--- config.mk ---
export PLATFORM = sky130hd
export DESIGN_NAME = queue_calc_param
export DESIGN_NICKNAME = d
export VERILOG_FILES = /design/src/rtl/queue_calc_pkg.sv /design/src/rtl/seq_divider.sv /design/src/rtl/queue_calc_param.sv
export SDC_FILE = /design/constraint.sdc
export NUM_CORES = 1
export LEC_CHECK = 0
export CAP_MARGIN = 20
export CORE_MARGIN = 3
export CORE_UTILIZATION = 55
export CTS_BUF_LIST = sky130_fd_sc_hd__clkbuf_4
export DETAILED_ROUTE_END_ITERATION = 8
export GPL_TIMING_DRIVEN = 0
export PLACE_DENSITY = 0.8
export SLEW_MARGIN = 25
export SYNTH_ARGS = -nofsm -noshare
export SYNTH_HDL_FRONTEND = slang
export SYNTH_HIERARCHICAL = 1
export SYNTH_SLANG_ARGS = --single-unit
export TNS_END_PERCENT = 50
--- constraint.sdc ---
create_clock -name clk -period 6 [get_ports clk]
set_clock_uncertainty 0.05 [all_clocks]
set_input_delay 1.5 -clock clk [delete_from_list [all_inputs] [get_ports clk]]
set_output_delay 1.5 -clock clk [all_outputs]
set_load 0.05 [all_outputs]
--- src/rtl/queue_calc_pkg.sv ---
// rtl/queue_calc_pkg.sv - shared opcode, error-code and FSM state types for the queue calculator
package queue_calc_pkg;

    typedef enum logic [2:0] {
        OP_PUSH    = 3'd0,
        OP_POP     = 3'd1,
        OP_ADD     = 3'd2,
        OP_SUB     = 3'd3,
        OP_MUL     = 3'd4,
        OP_DIV     = 3'd5,
        OP_MOD     = 3'd6,
        OP_CLR_ERR = 3'd7
    } op_e;

    typedef enum logic [1:0] {
        ERR_NONE      = 2'd0,
        ERR_UNDERFLOW = 2'd1,
        ERR_OVERFLOW  = 2'd2,
        ERR_DIV0      = 2'd3
    } err_e;

    typedef enum logic [1:0] {
        IDLE   = 2'd0,
        EXEC   = 2'd1,
        DIVIDE = 2'd2
    } state_e;

    // Binary ops consume the two oldest entries and append one result.
    function automatic logic is_binary(input op_e o);
        return (o != OP_PUSH) && (o != OP_POP) && (o != OP_CLR_ERR);
    endfunction

endpackage

--- src/rtl/seq_divider.sv ---
// rtl/seq_divider.sv - WIDTH-cycle unsigned restoring divider
// Ports: clk, rst_n (async active-low), start (load a/b, begin), a (dividend), b (divisor),
//        busy (stepping), done (final step this cycle; quot/rem valid from next cycle), quot, rem.
module seq_divider #(
    parameter int WIDTH = 8
) (
    input  logic             clk,
    input  logic             rst_n,
    input  logic             start,
    input  logic [WIDTH-1:0] a,
    input  logic [WIDTH-1:0] b,
    output logic             busy,
    output logic             done,
    output logic [WIDTH-1:0] quot,
    output logic [WIDTH-1:0] rem
);

    localparam int CNT_W = $clog2(WIDTH + 1);

    logic [CNT_W-1:0] cnt;
    logic [WIDTH-1:0] divisor;
    logic [WIDTH:0]   trial;

    // quot doubles as the dividend shift register; its MSB feeds the partial remainder.
    // A set MSB in trial means the subtraction borrowed, so the remainder is restored.
    assign trial = {rem, quot[WIDTH-1]} - {1'b0, divisor};
    assign done  = busy && (cnt == CNT_W'(1));

    always_ff @(posedge clk or negedge rst_n) begin
        if (!rst_n) begin
            busy    <= 1'b0;
            cnt     <= '0;
            divisor <= '0;
            quot    <= '0;
            rem     <= '0;
        end else if (start) begin
            busy    <= 1'b1;
            cnt     <= CNT_W'(WIDTH);
            divisor <= b;
            quot    <= a;
            rem     <= '0;
        end else if (busy) begin
            if (!trial[WIDTH]) begin
                rem  <= trial[WIDTH-1:0];
                quot <= {quot[WIDTH-2:0], 1'b1};
            end else begin
                rem  <= {rem[WIDTH-2:0], quot[WIDTH-1]};
                quot <= {quot[WIDTH-2:0], 1'b0};
            end
            cnt <= cnt - CNT_W'(1);
            if (cnt == CNT_W'(1)) begin
                busy <= 1'b0;
            end
        end
    end

endmodule

--- src/rtl/queue_calc_param.sv ---
// rtl/queue_calc_param.sv - circular operand queue with multi-cycle ALU and sticky error codes
// Ports: clk, rst (async active-low), in (PUSH value), op (opcode), apply (strobe, taken with ready),
//        ready (idle), tail/head (newest/oldest, 0 when empty), count (occupancy), empty, full,
//        res_valid (1-cycle pulse with new ALU result at tail), err (sticky), err_code.
module queue_calc_param
    import queue_calc_pkg::*;
#(
    parameter  int WIDTH = 8,
    parameter  int DEPTH = 16,
    localparam int PTR_W = $clog2(DEPTH)
) (
    input  logic             clk,
    input  logic             rst,
    input  logic [WIDTH-1:0] in,
    input  logic [2:0]       op,
    input  logic             apply,
    output logic             ready,
    output logic [WIDTH-1:0] tail,
    output logic [WIDTH-1:0] head,
    output logic [PTR_W:0]   count,
    output logic             empty,
    output logic             full,
    output logic             res_valid,
    output logic             err,
    output logic [1:0]       err_code
);

    localparam logic [PTR_W:0]   CNT_MAX = (PTR_W + 1)'(DEPTH);
    localparam logic [PTR_W:0]   CNT_ONE = (PTR_W + 1)'(1);
    localparam logic [PTR_W:0]   CNT_TWO = (PTR_W + 1)'(2);
    localparam logic [PTR_W-1:0] PTR_ONE = PTR_W'(1);
    localparam logic [PTR_W-1:0] PTR_TWO = PTR_W'(2);

    logic [WIDTH-1:0] mem [DEPTH];
    logic [PTR_W-1:0] rptr, wptr;
    state_e           state;
    op_e              cmd, op_q;
    logic [WIDTH-1:0] rd_a, rd_b, a_q, b_q, alu_res, quot, rem;
    logic             do_cmd, is_div, bin_ok, push_wr, div_start, div_busy, div_done;

    assign cmd  = op_e'(op);
    assign rd_a = mem[rptr];
    assign rd_b = mem[rptr + PTR_ONE];

    assign ready = (state == IDLE) && !div_busy;
    assign empty = (count == '0);
    assign full  = (count == CNT_MAX);
    assign head  = empty ? '0 : rd_a;
    assign tail  = empty ? '0 : mem[wptr - PTR_ONE];

    // While an error is pending only CLR_ERR has any effect.
    assign do_cmd    = apply && ready && (!err || cmd == OP_CLR_ERR);
    assign is_div    = (cmd == OP_DIV) || (cmd == OP_MOD);
    assign bin_ok    = do_cmd && is_binary(cmd) && (count >= CNT_TWO) && !(is_div && rd_b == '0);
    assign div_start = bin_ok && is_div;
    assign push_wr   = do_cmd && (cmd == OP_PUSH) && !full;

    seq_divider #(.WIDTH(WIDTH)) u_div (
        .clk   (clk),
        .rst_n (rst),
        .start (div_start),
        .a     (rd_a),
        .b     (rd_b),
        .busy  (div_busy),
        .done  (div_done),
        .quot  (quot),
        .rem   (rem)
    );

    always_comb begin
        alu_res = '0;
        case (op_q)
            OP_ADD:  alu_res = a_q + b_q;
            OP_SUB:  alu_res = a_q - b_q;
            OP_MUL:  alu_res = a_q * b_q;
            OP_DIV:  alu_res = quot;
            OP_MOD:  alu_res = rem;
            default: alu_res = '0;
        endcase
    end

    // Storage has no reset; contents behind the pointers are don't-care.
    always_ff @(posedge clk) begin
        if (push_wr) begin
            mem[wptr] <= in;
        end else if (state == EXEC) begin
            mem[wptr] <= alu_res;
        end
    end

    always_ff @(posedge clk or negedge rst) begin
        if (!rst) begin
            state     <= IDLE;
            rptr      <= '0;
            wptr      <= '0;
            count     <= '0;
            err       <= 1'b0;
            err_code  <= ERR_NONE;
            res_valid <= 1'b0;
            a_q       <= '0;
            b_q       <= '0;
            op_q      <= OP_PUSH;
        end else begin
            res_valid <= 1'b0;
            case (state)
                IDLE: begin
                    if (do_cmd) begin
                        case (cmd)
                            OP_PUSH: begin
                                if (full) begin
                                    err      <= 1'b1;
                                    err_code <= ERR_OVERFLOW;
                                end else begin
                                    wptr  <= wptr + PTR_ONE;
                                    count <= count + CNT_ONE;
                                end
                            end
                            OP_POP: begin
                                if (empty) begin
                                    err      <= 1'b1;
                                    err_code <= ERR_UNDERFLOW;
                                end else begin
                                    rptr  <= rptr + PTR_ONE;
                                    count <= count - CNT_ONE;
                                end
                            end
                            OP_CLR_ERR: begin
                                err      <= 1'b0;
                                err_code <= ERR_NONE;
                            end
                            default: begin
                                // Underflow is checked before divide-by-zero.
                                if (count < CNT_TWO) begin
                                    err      <= 1'b1;
                                    err_code <= ERR_UNDERFLOW;
                                end else if (is_div && rd_b == '0) begin
                                    err      <= 1'b1;
                                    err_code <= ERR_DIV0;
                                end else begin
                                    a_q   <= rd_a;
                                    b_q   <= rd_b;
                                    op_q  <= cmd;
                                    rptr  <= rptr + PTR_TWO;
                                    count <= count - CNT_TWO;
                                    state <= is_div ? DIVIDE : EXEC;
                                end
                            end
                        endcase
                    end
                end
                DIVIDE: begin
                    if (div_done) begin
                        state <= EXEC;
                    end
                end
                EXEC: begin
                    // Two entries were freed at accept, so this push cannot overflow.
                    wptr      <= wptr + PTR_ONE;
                    count     <= count + CNT_ONE;
                    res_valid <= 1'b1;
                    state     <= IDLE;
                end
                default: state <= IDLE;
            endcase
        end
    end

endmodule

After elaboration in Yosys (flattened, before gate mapping) --
Memory sizes are Yosys's and may differ from the RTL's. Index checks and enable logic that the tools add are counted.
Cells by class: add/subtract/negate cells 11, multiply operators 1, magnitude comparators 2, equal/unequal tests 32, multiplexer cells 52, bitwise operators 5, reduce and logical (&&, ||, !) cells 35
Operators by type and width (count):
- $mux W8 | 8
- $pmux W8 S5 | 1
- $mux W4 | 8
- $mux W5 | 5
- $mux W2 | 10
- $ne A2 B2 Y1 const B | 10
- $eq A3 B3 Y1 const B | 6
- $pmux W4 S2 | 2
- $pmux W5 S3 | 1
- $reduce_and A5 Y1 | 3
- $logic_and A1 B1 Y1 | 13
- $mux W1 | 13
- $pmux W5 S2 | 1
- $ne A3 B3 Y1 const B | 3
- $sub A9 B8 Y9 | 1
- $add A4 B1 Y4 const B | 2
- $add A8 B8 Y8 | 1
- $logic_not A8 Y1 | 1
- $mul A8 B8 Y8 | 1
- $sub A4 B1 Y4 const B | 2
- $sub A8 B8 Y8 | 1
- $reduce_and A7 Y1 | 1
- $eq A3 B2 Y1 const B | 2
- $ne A2 B1 Y1 const B | 3
- 31 further kinds | 39
Word-level totals: register bits 67, bits in writable memories 128, input port bits 14, output and inout bits 28, word-level logic and storage cells 154, memories 1
Memories:
- mem | words 16, width 8, rd ports 3, clocked after Yosys merged registers in 0, write ports 1, line queue_calc_param.sv:34 | logic [WIDTH-1:0] mem [DEPTH];

Depth between registers and ports, before layout --
Gate-level depths: netlist (run 1).
depth after elaboration 9, gate-level depth with buffers 18, mapped depth without buffers 17

By module --
The synthesis (run 1) kept the hierarchy.
By module, submodules not included:
- queue_calc_param | instances 1, cells an instance 848, area an instance 11081.9 um^2, sequential area each 4794.6 um^2
- seq_divider | instances 1, cells an instance 176, area an instance 1687.9 um^2, sequential area each 725.7 um^2

Least setup slack after synthesis (run 1) --
OpenSTA, ideal clock, no wires.
kind reg2out, from register wptr[0], to output port tail[6], data arrival time 4230 ps, data required time 4450 ps, slack 220 ps, stages on the path, launching flop included 12, buffers on the path 6, cell sequence dfrtp_1 -> clkbuf_1 -> buf_2 -> buf_2 -> inv_1 -> ha_1 -> clkbuf_1 -> clkbuf_1 -> clkbuf_1 -> mux4_2 -> mux2i_1 -> a211oi_1
Between the ends: cells in the longest elaborated chain, start to end 3
RTL lines:
- from (decl) | line queue_calc_param.sv:35 | logic [PTR_W-1:0] rptr, wptr;
- from (signal assigned) | line queue_calc_param.sv:114 | wptr <= wptr + PTR_ONE;
- from (signal assigned) | line queue_calc_param.sv:158 | wptr <= wptr + PTR_ONE;
- $sub A4 B1 Y4 | line queue_calc_param.sv:49 | assign tail = empty ? '0 : mem[wptr - PTR_ONE];
- $mem_v2 Z16 W8
- $mux W8 | line queue_calc_param.sv:49
- to (decl) | line queue_calc_param.sv:18 | output logic [WIDTH-1:0] tail,
No other way between the ends.

Worst setup path in the final report (run 1) --
from register rptr[0], to output port head[4]
Between the ends: cells in the longest elaborated chain, start to end 2
RTL lines:
- from (decl) | line queue_calc_param.sv:35
- from (signal assigned) | line queue_calc_param.sv:123 | rptr <= rptr + PTR_ONE;
- from (signal assigned) | line queue_calc_param.sv:143 | rptr <= rptr + PTR_TWO;
- $mem_v2 Z16 W8
- via rd_a[4] | line queue_calc_param.sv:38 | logic [WIDTH-1:0] rd_a, rd_b, a_q, b_q, alu_res, quot, rem;
- $mux W8 | line queue_calc_param.sv:48 | assign head = empty ? '0 : rd_a;
- to (decl) | line queue_calc_param.sv:19 | output logic [WIDTH-1:0] head,
The timed path passes the listed nets, and every way through them passes these cells.

==> flow_summary.json, run 1 <==
{
  "run_status": "finished clean",
  "maxCapViolations": 0,
  "antenna_found_initial": 0,
  "numPortBuffers": 41,
  "critPathCaptureType": "output port",
  "hold_path_class": "reg2reg",
  "rsz0062_at_grt": "true",
  "nFillCells": 1727,
  "final_area_mm2": 0.0140,
  "ios": 42,
  "ant_nets": 0,
  "r2r_cells": 17,
  "drt-total-wl_um": 34400,
  "synth_fa_ha_area_share_pct": 6.90,
  "period_minus_slack_ps": 5940,
  "synth_compound_area_share_pct": 8.84,
  "max_freq_mhz": 168,
  "ys_seq_area_share_pct": 43.2,
  "synth_top_family_by_area": "multiplexers",
  "path_class": "reg2out",
  "hold_violations": 0,
  "synth.avg_cell_area_um2": 12.5,
  "syn_area_mm2": 0.0128,
  "dieArea_mm2": 0.0251,
  "drc": 0,
  "crit_end": "head[4]",
  "layout.nets": 1162,
  "track_usage_pct": 28.3,
  "vias": 9298,
  "layout_commonest_cell": "edfxtp_1",
  "cts_root_buffer": "clkbuf_4",
  "syn-instance-count": 1024,
  "setup_ws_ps": 59.4,
  "h-tree-depth": 4,
  "fp-row-count": 55,
  "place_area_mm2": 0.0136,
  "grt_max_degree": 46,
  "synth_top_area_share_pct": 30.1,
  "hold_ws_ps": 489,
  "ys_warn_count": 6,
  "clk_path_buf_depth": 2,
  "cts_setup_buffers": 0,
  "r2r-end": "mem[0][7]$_DFFE_PP_",
  "die_width_um": 158,
  "ys_types": 76,
  "clk_latency_ps": 650,
  "start_util_pct": 56.2,
  "tightest_slew_ps": 1040,
  "place_ws_ps": -1270,
  "maxSlewViolCount": 0,
  "reg2reg_from": "b_q[4]$_DFFE_PN0P_",
  "place_hpwl_um": 26100,
  "clk_pin_slew_ps": 170,
  "arrival_ps": 4390,
  "grt_pass1_wl_um": 52900,
  "yosys.area.top_type": "edfxtp_1",
  "post-route-period-util_pct": 99.0,
  "viasPerCell": 6.72,
  "dr.pass1.iters": 5,
  "crit_path_start": "rptr[0]$_DFFE_PN0P_",
  "finalSetupViolations": 0,
  "drive_gt1_share_pct": 19.1,
  "clock_sinks": 195,
  "synth_area_leaders": "edfxtp_1 (30%), mux4_2 (16%), dfrtp_1 (13%)",
  "synth_flop_cell": "edfxtp_1",
  "globalplace.congestion": 0.954,
  "antenna_cells": 0,
  "synth-simple-area-share_pct": 9.95,
  "coreArea_mm2": 0.0227,
  "yosys.area_share.xor_xnor_pct": 3.75,
  "cts_tree": "built",
  "ys_ff_latch": 195,
  "syn-num-nets": 1100,
  "r2r_slack_ps": 520,
  "grt_pass1_vias": 9119,
  "drt-wirelength-per-cell_um": 24.9,
  "async_flop_share_pct": 34.4,
  "slew-limit-headroom_pct": 30.2,
  "cp_max_fo": 10,
  "cp-start-kind": "register",
  "cp.required_ps": 4450,
  "synth.area.mux_share_pct": 23.3,
  "syn2layout_area_growth_pct": 9.39,
  "overflow": 0,
  "final_cell_mix": "edfxtp_1 (128), nand2_1 (91), mux4_2 (90), dfrtp_1 (67), nor2_1 (60)",
  "drt_iter0_drc": 1319,
  "synth_edf_count": 128,
  "numCtsBuffers": 17,
  "fp.dieH_um": 158
}
-- cell usage after synthesis, types with 24 or more instances --
master and count:
nor2_1 60, mux2i_1 57, edfxtp_1 128, ha_1 48, a211oi_1 24, xnor2_1 28
clkbuf_1 33, a21oi_1 33, o21ai_0 50, inv_1 56, mux4_2 90, dfrtp_1 67
nor3_1 24, nand2_1 91
-- area by class of cell --
class / instances / area, um2 / area share, %
Sequential cell: 195 / 5520 / 39.5
Timing Repair Buffer: 44 / 440 / 3.15
Inverter: 56 / 210 / 1.50
Clock buffer: 17 / 128 / 0.914
Clock inverter: 15 / 193 / 1.38
Buffer: 61 / 340 / 2.44
Tap cell: 285 / 357 / 2.55
Multi-Input combinational cell: 711 / 6780 / 48.5
-- timing repair --
item	4_1_cts	5_1_grt
gates resized for setup	47	21
endpoints found under the setup margin	16	16
hold buffers	0	0
-- metrics by stage --
stage / std cells / utilization, % / setup TNS [ps]
finish: 1384 / 61.5 / 0
detailed placement: 1353 / 60.0 / -9420
floorplan: 1024 / - / 0
CTS: 1384 / 61.6 / -362
global route: 1384 / 61.5 / -51.7
global placement: 1350 / 59.6 / -13630
-- cells by family after synthesis --
family	count (synthesis)
AO/OA/AOI/OAI	169
XOR/XNOR	49
multiplexers	168
adder cells (fa/ha/maj)	62
flip-flops	195
AND/OR/NAND/NOR	263
buffers and inverters	118
-- state kept, by name (all words and copies together) (netlist names) --
register and cells:
wptr 4, u_div/divisor 8, count 5, state 2, b_q 8, u_div/busy 1
u_div/rem 8, u_div/cnt 4, err 1, err_code 2, a_q 8, res_valid 1
op_q 3, mem 128, rptr 4, u_div/quot 8
-- critical path, cell delays in order (launching register included) --
cell	delay, ps
dfrtp_1	450
buf_2	290
buf_2	360
buf_2	350
clkbuf_2	420
mux4_2	420
mux4_2	580
nor2b_1	170
clkdlybuf4s50_1	710
-- how the worst min path moves through the flow --
stage                            startpoint                            to  slack (ps)  cells after the start
3_5_place_dp        err_code[0]$_DFFE_PN0P_       err_code[0]$_DFFE_PN0P_         460                      1
6_report            err_code[0]$_DFFE_PN0P_       err_code[0]$_DFFE_PN0P_         490                      1
2_1_floorplan          state[0]$_DFFE_PN0P_          state[1]$_DFFE_PN0P_         430                      1
5_1_grt             err_code[0]$_DFFE_PN0P_       err_code[0]$_DFFE_PN0P_         530                      1
3_3_place_gp   u_div/divisor[0]$_DFFE_PN0P_  u_div/divisor[0]$_DFFE_PN0P_         450                      1
4_1_cts             err_code[0]$_DFFE_PN0P_       err_code[0]$_DFFE_PN0P_         500                      1
-- per-layer routing --
metal	track usage (%)	wire, um
met5	0	0
met4	10.6	1240
met3	6.47	3390
met2	45.8	16700
met1	37.7	13100
Power of run 1 is not shown: default switching activity piles up to over one toggle a cycle in this logic, so the estimate is an artifact.
==> run 2, diff against run 1 <==
Settings changed: CAP_MARGIN 20 to unset.
==> results of run 2 <==
The final DEF is identical to that of run 1; final timing and power are the same.
Power of run 2 is left out for the same reason.
